<file path="config.mk">
export PLATFORM = sky130hd
export DESIGN_NAME = bcd_counter_param_flat
export DESIGN_NICKNAME = d
export VERILOG_FILES = /design/src/rtl/bcd_counter_param_if.sv /design/src/rtl/bcd_counter_param.sv /design/src/flat_wrapper.sv
export SDC_FILE = /design/constraint.sdc
export NUM_CORES = 1
export LEC_CHECK = 0
export CAP_MARGIN = 5
export CORE_MARGIN = 1.5
export CORE_UTILIZATION = 44
export DETAILED_ROUTE_END_ITERATION = 6
export PLACE_DENSITY = 0.81
export SYNTH_ARGS = -nofsm -noshare
export SYNTH_HDL_FRONTEND = slang
export SYNTH_SLANG_ARGS = --single-unit
</file>
<file path="constraint.sdc">
create_clock -name clk -period 1.8 [get_ports clk]
set_clock_uncertainty 0.05 [all_clocks]
set_input_delay 0.36 -clock clk [delete_from_list [all_inputs] [get_ports clk]]
set_output_delay 0.36 -clock clk [all_outputs]
set_load 0.03 [all_outputs]
</file>
<file path="src/rtl/bcd_counter_param_if.sv">
// Control/status bundle for bcd_counter_param: count controls in, BCD value and pulses out.
interface bcd_counter_param_if #(
    parameter int DIGITS = 3
) ();
    logic                  en;
    logic                  up;
    logic                  clear;
    logic                  load;
    logic [4*DIGITS-1:0]   load_val;
    logic [4*DIGITS-1:0]   bcd;
    logic                  wrap;
    logic                  is_zero;
    logic                  load_err;

    modport master (
        output en, up, clear, load, load_val,
        input  bcd, wrap, is_zero, load_err
    );

    modport slave (
        input  en, up, clear, load, load_val,
        output bcd, wrap, is_zero, load_err
    );
endinterface

</file>
<file path="src/rtl/bcd_counter_param.sv">
// N-digit synchronous BCD counter with modulus, up/down, load, clear and wrap/load-error pulses.
// Arithmetic stays in BCD throughout; the modulus limit is a constant BCD vector.
module bcd_counter_param #(
    parameter int DIGITS  = 3,
    parameter int MODULUS = 1000
) (
    input  logic               clk,
    input  logic               rst,
    bcd_counter_param_if.slave bus
);
    localparam int W = 4 * DIGITS;

    function automatic int pow10(input int n);
        int r;
        r = 1;
        for (int i = 0; i < n; i++) r = r * 10;
        return r;
    endfunction

    function automatic logic [W-1:0] to_bcd(input int v);
        logic [W-1:0] r;
        int           t;
        r = '0;
        t = v;
        for (int i = 0; i < DIGITS; i++) begin
            r[4*i +: 4] = 4'(t % 10);
            t = t / 10;
        end
        return r;
    endfunction

    localparam int           SPAN = pow10(DIGITS);
    localparam logic [W-1:0] TOP  = to_bcd(MODULUS - 1);

    if (DIGITS < 1 || DIGITS > 6) begin : g_bad_digits
        $error("bcd_counter_param: DIGITS must be 1..6");
    end
    if (MODULUS < 2 || MODULUS > SPAN) begin : g_bad_modulus
        $error("bcd_counter_param: MODULUS must be 2..10**DIGITS");
    end

    // Ripple carry: a digit steps only while every lower digit sits at 9.
    function automatic logic [W-1:0] bcd_inc(input logic [W-1:0] v);
        logic [W-1:0] r;
        logic         c;
        r = v;
        c = 1'b1;
        for (int i = 0; i < DIGITS; i++) begin
            if (c) begin
                if (v[4*i +: 4] == 4'd9) begin
                    r[4*i +: 4] = 4'd0;
                end else begin
                    r[4*i +: 4] = v[4*i +: 4] + 4'd1;
                    c = 1'b0;
                end
            end
        end
        return r;
    endfunction

    function automatic logic [W-1:0] bcd_dec(input logic [W-1:0] v);
        logic [W-1:0] r;
        logic         b;
        r = v;
        b = 1'b1;
        for (int i = 0; i < DIGITS; i++) begin
            if (b) begin
                if (v[4*i +: 4] == 4'd0) begin
                    r[4*i +: 4] = 4'd9;
                end else begin
                    r[4*i +: 4] = v[4*i +: 4] - 4'd1;
                    b = 1'b0;
                end
            end
        end
        return r;
    endfunction

    function automatic logic digits_valid(input logic [W-1:0] v);
        logic ok;
        ok = 1'b1;
        for (int i = 0; i < DIGITS; i++) begin
            if (v[4*i +: 4] > 4'd9) ok = 1'b0;
        end
        return ok;
    endfunction

    logic [W-1:0] cnt;
    logic [W-1:0] cnt_nxt;
    logic         wrap_pulse;
    logic         wrap_nxt;
    logic         err_pulse;
    logic         err_nxt;
    logic         load_ok;

    // With every digit legal, BCD vectors order the same as their decimal values.
    assign load_ok = digits_valid(bus.load_val) && (bus.load_val <= TOP);

    always_comb begin
        cnt_nxt  = cnt;
        wrap_nxt = 1'b0;
        err_nxt  = 1'b0;
        if (bus.clear) begin
            cnt_nxt = '0;
        end else if (bus.load) begin
            if (load_ok) cnt_nxt = bus.load_val;
            else         err_nxt = 1'b1;
        end else if (bus.en) begin
            if (bus.up) begin
                if (cnt == TOP) begin
                    cnt_nxt  = '0;
                    wrap_nxt = 1'b1;
                end else begin
                    cnt_nxt = bcd_inc(cnt);
                end
            end else begin
                if (cnt == '0) begin
                    cnt_nxt  = TOP;
                    wrap_nxt = 1'b1;
                end else begin
                    cnt_nxt = bcd_dec(cnt);
                end
            end
        end
    end

    always_ff @(posedge clk) begin
        if (!rst) begin
            cnt        <= '0;
            wrap_pulse <= 1'b0;
            err_pulse  <= 1'b0;
        end else begin
            cnt        <= cnt_nxt;
            wrap_pulse <= wrap_nxt;
            err_pulse  <= err_nxt;
        end
    end

    assign bus.bcd      = cnt;
    assign bus.wrap     = wrap_pulse;
    assign bus.load_err = err_pulse;
    assign bus.is_zero  = (cnt == '0);
endmodule

</file>
<file path="src/flat_wrapper.sv">
// flat-port wrapper written by rule: the top's interface ports become plain ports
module bcd_counter_param_flat 
#(
    parameter int DIGITS  = 3,
    parameter int MODULUS = 1000
)
  (clk, rst, bus_en, bus_up, bus_clear, bus_load, bus_load_val, bus_bcd, bus_wrap, bus_is_zero, bus_load_err);
  bcd_counter_param_if #(.DIGITS(DIGITS)) bus_i ();
  input  logic clk;
  input  logic rst;
  input wire logic [$bits(bus_i.en)-1:0] bus_en;
  input wire logic [$bits(bus_i.up)-1:0] bus_up;
  input wire logic [$bits(bus_i.clear)-1:0] bus_clear;
  input wire logic [$bits(bus_i.load)-1:0] bus_load;
  input wire logic [$bits(bus_i.load_val)-1:0] bus_load_val;
  output wire logic [$bits(bus_i.bcd)-1:0] bus_bcd;
  output wire logic [$bits(bus_i.wrap)-1:0] bus_wrap;
  output wire logic [$bits(bus_i.is_zero)-1:0] bus_is_zero;
  output wire logic [$bits(bus_i.load_err)-1:0] bus_load_err;
  assign bus_i.en = bus_en;
  assign bus_i.up = bus_up;
  assign bus_i.clear = bus_clear;
  assign bus_i.load = bus_load;
  assign bus_i.load_val = bus_load_val;
  assign bus_bcd = bus_i.bcd;
  assign bus_wrap = bus_i.wrap;
  assign bus_is_zero = bus_i.is_zero;
  assign bus_load_err = bus_i.load_err;
  bcd_counter_param #(.DIGITS(DIGITS), .MODULUS(MODULUS)) u_core (.clk(clk), .rst(rst), .bus(bus_i));
endmodule
</file>
Yosys cells after proc, flatten, opt, wreduce, memory -nomap -nowiden

Index checks and enable logic that the tools add are counted.

Output and inout port bits: 15
Logic and storage cells: 88
Input port bits: 18
Register bits after elaboration: 14

Muxes and demuxes: 49
$lt $le $gt $ge: 4
Add/subtract/negate cells: 6
Eq/ne operators: 7
Reductions and logical operators: 14
Bitwise operators: 3

Operator list:

| kind                 | count |
|---|---|
| $mux 12              | 6 |
| $mux 4               | 10 |
| $mux 1               | 33 |
| $add 4x1->4 const B  | 3 |
| $eq 12x12->1 const B | 1 |
| $eq 4x4->1 const B   | 3 |
| $gt 4x4->1 const B   | 3 |
| $le 12x12->1 const B | 1 |
| $logic_not 12->1     | 1 |
| $logic_not 4->1      | 3 |
| $sub 4x1->4 const B  | 3 |
| $ne 4x1->1 const B   | 2 |
| $reduce_and 4->1     | 2 |
| $reduce_bool 4->1    | 2 |
| $reduce_or 4->1      | 1 |
| $not 1->1            | 3 |
| $reduce_or 3->1      | 1 |
| $ne 2x1->1 const B   | 1 |
| $reduce_and 2->1     | 1 |
| $reduce_bool 2->1    | 1 |
| $reduce_or 2->1      | 1 |
| $logic_and 1x1->1    | 1 |

Longest topological paths before layout

Depth after elaboration: 18
Gate-level depth with buffers: 6
Mapped depth without buffers: 6

Worst setup path after synthesis

Ideal clock, no wire load.

Kind: reg-to-reg
Start: register u_core.cnt[0] (netlist: u_core.bus.bcd[0])
End: register u_core.cnt[11] (netlist: u_core.bus.bcd[11])
Stages on the path, launching flop included: 7
Arrival time: 1770 ps
Period minus slack after synthesis: 1955 ps
Path buffers: 0
Setup time: 135 ps
Required time: 1615 ps
Path slack: -155 ps
Cell sequence: dfxtp_1 > inv_1 > ha_1 > or4b_1 > o221ai_2 > and2_2 > a311oi_1

Cells in the longest elaborated chain, start to end: 15
Elaborated cells between the ends (all ways): 36
Classes of those cells: eq/ne: 3; mux: 29; reduce/logical: 4

RTL lines:

| what                                                      | RTL line                                           | RTL |
|---|---|---|
| start, declared                                           | bcd_counter_param.sv:88                            | `logic [W-1:0] cnt;` |
| start signal, assigned                                    | bcd_counter_param.sv:133                           | `cnt <= cnt_nxt;` |
| $eq 4x4->1 or $logic_not 4->1 (tied branches)             | bcd_counter_param.sv:50, bcd_counter_param.sv:68   |  |
| $mux 1, on equally long branches                          | bcd_counter_param.sv:50, bcd_counter_param.sv:68   |  |
| $mux 1, on equally long branches                          | bcd_counter_param.sv:110, bcd_counter_param.sv:117 |  |
| $mux 1                                                    | bcd_counter_param.sv:109                           | `if (bus.up) begin` |
| $mux 1                                                    | bcd_counter_param.sv:108                           | `end else if (bus.en) begin` |
| $mux 1                                                    | bcd_counter_param.sv:105                           | `end else if (bus.load) begin` |
| $mux 1                                                    | bcd_counter_param.sv:103                           | `if (bus.clear) begin` |
| $mux 1, on equally long branches                          | bcd_counter_param.sv:49, bcd_counter_param.sv:67   |  |
| $mux 1, on equally long branches                          | bcd_counter_param.sv:110, bcd_counter_param.sv:117 |  |
| $mux 1                                                    | bcd_counter_param.sv:109                           |  |
| $mux 1                                                    | bcd_counter_param.sv:108                           |  |
| $mux 1                                                    | bcd_counter_param.sv:105                           |  |
| $mux 1                                                    | bcd_counter_param.sv:103                           |  |
| $ne 4x1->1 (no line) or $reduce_bool 4->1 (tied branches) | --                                                 |  |
| $reduce_and 4->1 (no line)                                | --                                                 |  |

Parallel ways exist; a longest one is shown, timed or not. The select of a mux whose other input is x is not followed.
A chain may end at the register's enable or synchronous reset.

Final worst setup path

Start: register u_core.cnt[9] (netlist: u_core.bus.bcd[9])
End: output port bus_is_zero

Cells in the longest elaborated chain, start to end: 1

RTL lines:

| what             | RTL line                 | RTL |
|---|---|---|
| $logic_not 12->1 | bcd_counter_param.sv:142 | `assign bus.is_zero = (cnt == '0);` |
| end, declared    | flat_wrapper.sv:18       | `output wire logic [$bits(bus_i.is_zero)-1:0] bus_is_zero;` |

No other way between the ends.

==> metrics.csv <==
stage,metric,value,unit
placement,io_buffers,32,
floorplan,io_pins,33,
synth,syn_inst,168,
power,leakage,0.869,nW
power,p_comb_share,43.1,%
placement,place_ws,-0.318,ns
final_layout,multi_input_area,1080,sq um
clock_network,cts-root-buf,clkbuf_4,
clock_network,cts_tree,done,
power,pwr-share-seq,33.1,%
global_route,grt_max_degree,14,
synth,synth-edff-count,0,
outcome,outcome,"finished, violations left",
synth,synthDistinctLibCells,48,
synth,yosysWarnings,0,
flow_run,maxCapViolCount,0,
global_route,antenna_found_initial,0,
synth,ys_ff_latch,14,
min_path,hp-class,reg -> reg,
floorplan,die_h,58.0,um
route,drc_errors,3,
sta,tightest_slew,0.518,ns
power,cellPowerDensity,491,nW/um^2
placement,dpl_cell_area,1920,sq um
clock_network,cts_sinks,14,
route,dr.pass1.iters,7,
sta,hold_viol_final,0,
outcome,violations,"design-rule violations, negative setup slack",
synth,syn_avg_cell_area,7.93,sq um
route,vias,1721,
floorplan,start_util,47.5,%
synth,synthXorXnorAreaFrac,1.31,%
critical_path,worstPathRequired,1.39,ns
sta,slew_violations,0,
floorplan,die-area,3370,sq um
sta,slew_headroom,65.5,%
route,wirelength,4800,um
global_route,grt_pass1_vias,1565,
final_layout,fin_area,2090,sq um
route,detail_route.vias_per_cell,6.57,
sta,fin_crit_sh,106,%
critical_path,critPathArrivalTime,1.50,ns
critical_path,start_kind,flop,
power,power_frac_clock,23.8,%
placement,hpwl,3310,um
final_layout,syn_to_final_growth,57.0,%
route,drt_iter0_markers,149,
synth,synth_area,1330,sq um
final_layout,antenna_cells,0,
floorplan,die-width,58.0,um
sta,fmax,0.524,GHz
sta,whs,0.550,ns
sta,setup_viol,1,
synth,synth-simple-area-share,26.1,%
final_layout,drive_gt1_share,33.3,%
clock_network,clk_pin_slew,0.10,ns
min_path,worstHoldPathCells,2,
critical_path,crit_path_end_kind,primary output,
clock_network,cts_max_path_buffers,2,
power,power,1.03,mW
placement,gp_congestion,0.904,
final_layout,num-fill-cells,198,
floorplan,core,2810,sq um
sta,fin_ws,-0.109,ns
route,wl_per_cell,18.3,um
critical_path,worst-r2r-cell-count,6,
sta,rsz0062_at_grt,yes,
clock_network,clk_latency,0.30,ns
route,drtAntennaViolNets,0,
power,p_sw,358,uW
critical_path,path_class,reg -> out,
final_layout,layout.area.seq,292,sq um
synth,synth_mux_area_share,1.50,%
synth,synth_fa_ha_area_share,8.45,%
clock_network,numCtsBuffers,3,
clock_network,cts_max_level,1,
synth,synthFlopType,dfxtp_1,
power,internal_power,669,uW
synth,synthesis.nets,195,
critical_path,critPathMaxFanout,3,
synth,ys_seq_area_share,21.0,%
floorplan,core.rowCount,19,
synth,synth_top_family_by_area,compound AO/OA/AOI/OAI gates,
synth,synth_compound_area_share,35.2,%
synth,synthArstFlopShare,0,%
sta,min_period,1.91,ns
power,vdd.ir_drop.worst,0.346,mV
power,p_sw_share,34.9,%
global_route,grt_pass1_wl,6970,um
global_route,overflow,0,
final_layout,num-nets-final,259,
global_route,grtUsageTotal,26.7,%
==> stage by stage <==
step	TNS (ns)	cells	util, %
global placement	-2.21	254	68.5
global route	-0.212	262	74.6
finish	-0.109	262	74.6
CTS	-0.213	259	70.5
detailed placement	-2.73	254	68.5
floorplan	-0.00211	168	-
==> cell usage after synthesis, types with 2 or more instances <==
cell      count  area, sq um
mux2i_1       2         20.0
and3b_1       2         17.5
clkbuf_1      6         22.5
xnor2_1       2         17.5
nand2_1      10         37.5
or3b_2        2         17.5
ha_1          9          113
o21ai_1       3         15.0
o21ai_0      10         50.1
o31ai_1       5         37.5
a221o_1       2         20.0
nand4b_1      4         35.0
a21oi_1       9         45.0
o311a_1       2         20.0
a211oi_2      2         25.0
inv_1         9         33.8
and4_1        2         17.5
nor2_1        6         22.5
nand2b_1      4         25.0
a311oi_1      5         43.8
a211oi_1      2         15.0
nand3b_1      2         15.0
a31oi_1       3         18.8
nor3b_1       2         15.0
dfxtp_1      14          280
or4b_1        2         20.0
nor3_1        6         30.0
buf_2         5         25.0
a32oi_1       4         35.0
o21a_1        2         15.0
o32ai_1       2         17.5
nand3_1       9         45.0
nor2b_1       4         25.0
==> cell type report <==
class / count / area share (%)
clock buffers: 4 / 1.73
inverters: 9 / 1.61
multi-input cells: 133 / 51.7
flip-flops and latches: 14 / 13.9
well taps: 31 / 1.85
repair buffers: 71 / 29.1
==> logic make-up after synthesis <==
logic type | count (synthesis)
flops | 14
fa+ha+maj | 9
mux | 2
xor+xnor | 2
compound gates | 62
simple gates | 58
buf+inv | 21
==> critical path: stages, from the launching register on <==
cell and delay [ns]:
dfxtp_2 0.34, inv_2 0.08, ha_4 0.14, nor3b_4 0.25
and4_4 0.26, buf_6 0.13
==> power by group through the flow <==
stage	logic [mW]	registers, mW	clock network [mW]
after global routing	0.465	0.342	0.255
after global placement	0.378	0.343	0
after detailed placement	0.388	0.344	0
after CTS	0.392	0.337	0.237
after floorplan	0.195	0.365	0
final	0.443	0.340	0.244
==> cells in the final DEF (no fill, tap or decap), types with 3 or more instances in the layout <==
master	count
o21ai_0	10
nor2_1	6
nand2b_1	4
clkdlybuf4s50_1	18
dfxtp_2	6
dfxtp_1	7
a311oi_1	4
ha_4	5
clkbuf_4	3
nand4b_1	4
o31ai_1	5
nand3_1	9
a31oi_1	3
a32oi_1	4
ha_1	4
a21oi_1	9
nor2b_1	4
dlygate4sd2_1	11
buf_4	38
nor3_1	6
o21ai_1	3
nand2_1	10
inv_2	5
inv_1	4
==> worst paths after layout <==
path / endpoint / from / slack (ns)
min: u_core.bus.bcd[2] / u_core.bus.bcd[2] / 0.55
max: bus_is_zero / u_core.bus.bcd[9] / -0.11
max reg2reg: u_core.bus.bcd[11] / u_core.bus.bcd[1] / 0.04
min reg2reg: u_core.bus.bcd[2] / u_core.bus.bcd[2] / 0.55
==> per-layer routing <==
metal  share of wire (%)  track usage (%)
met1                  38             32.3
met2                  48             44.0
met3                  10             8.04
met4                 4.6             11.0
met5                   0                0
==> sequential cells by signal, summed over array words and instances, names as in the netlist <==
name	flops
u_core.bus.bcd	12
u_core.bus.load_err	1
u_core.bus.wrap	1
==> repair_timing <==
item,in CTS,in global routing
gates resized for setup,16,22
setup endpoints to repair,16,12
hold buffers,0,0
setup buffers,1,3
pin swaps,2,10
endpoints found under the hold margin,0,0
Power figures use the tool's default switching activity.
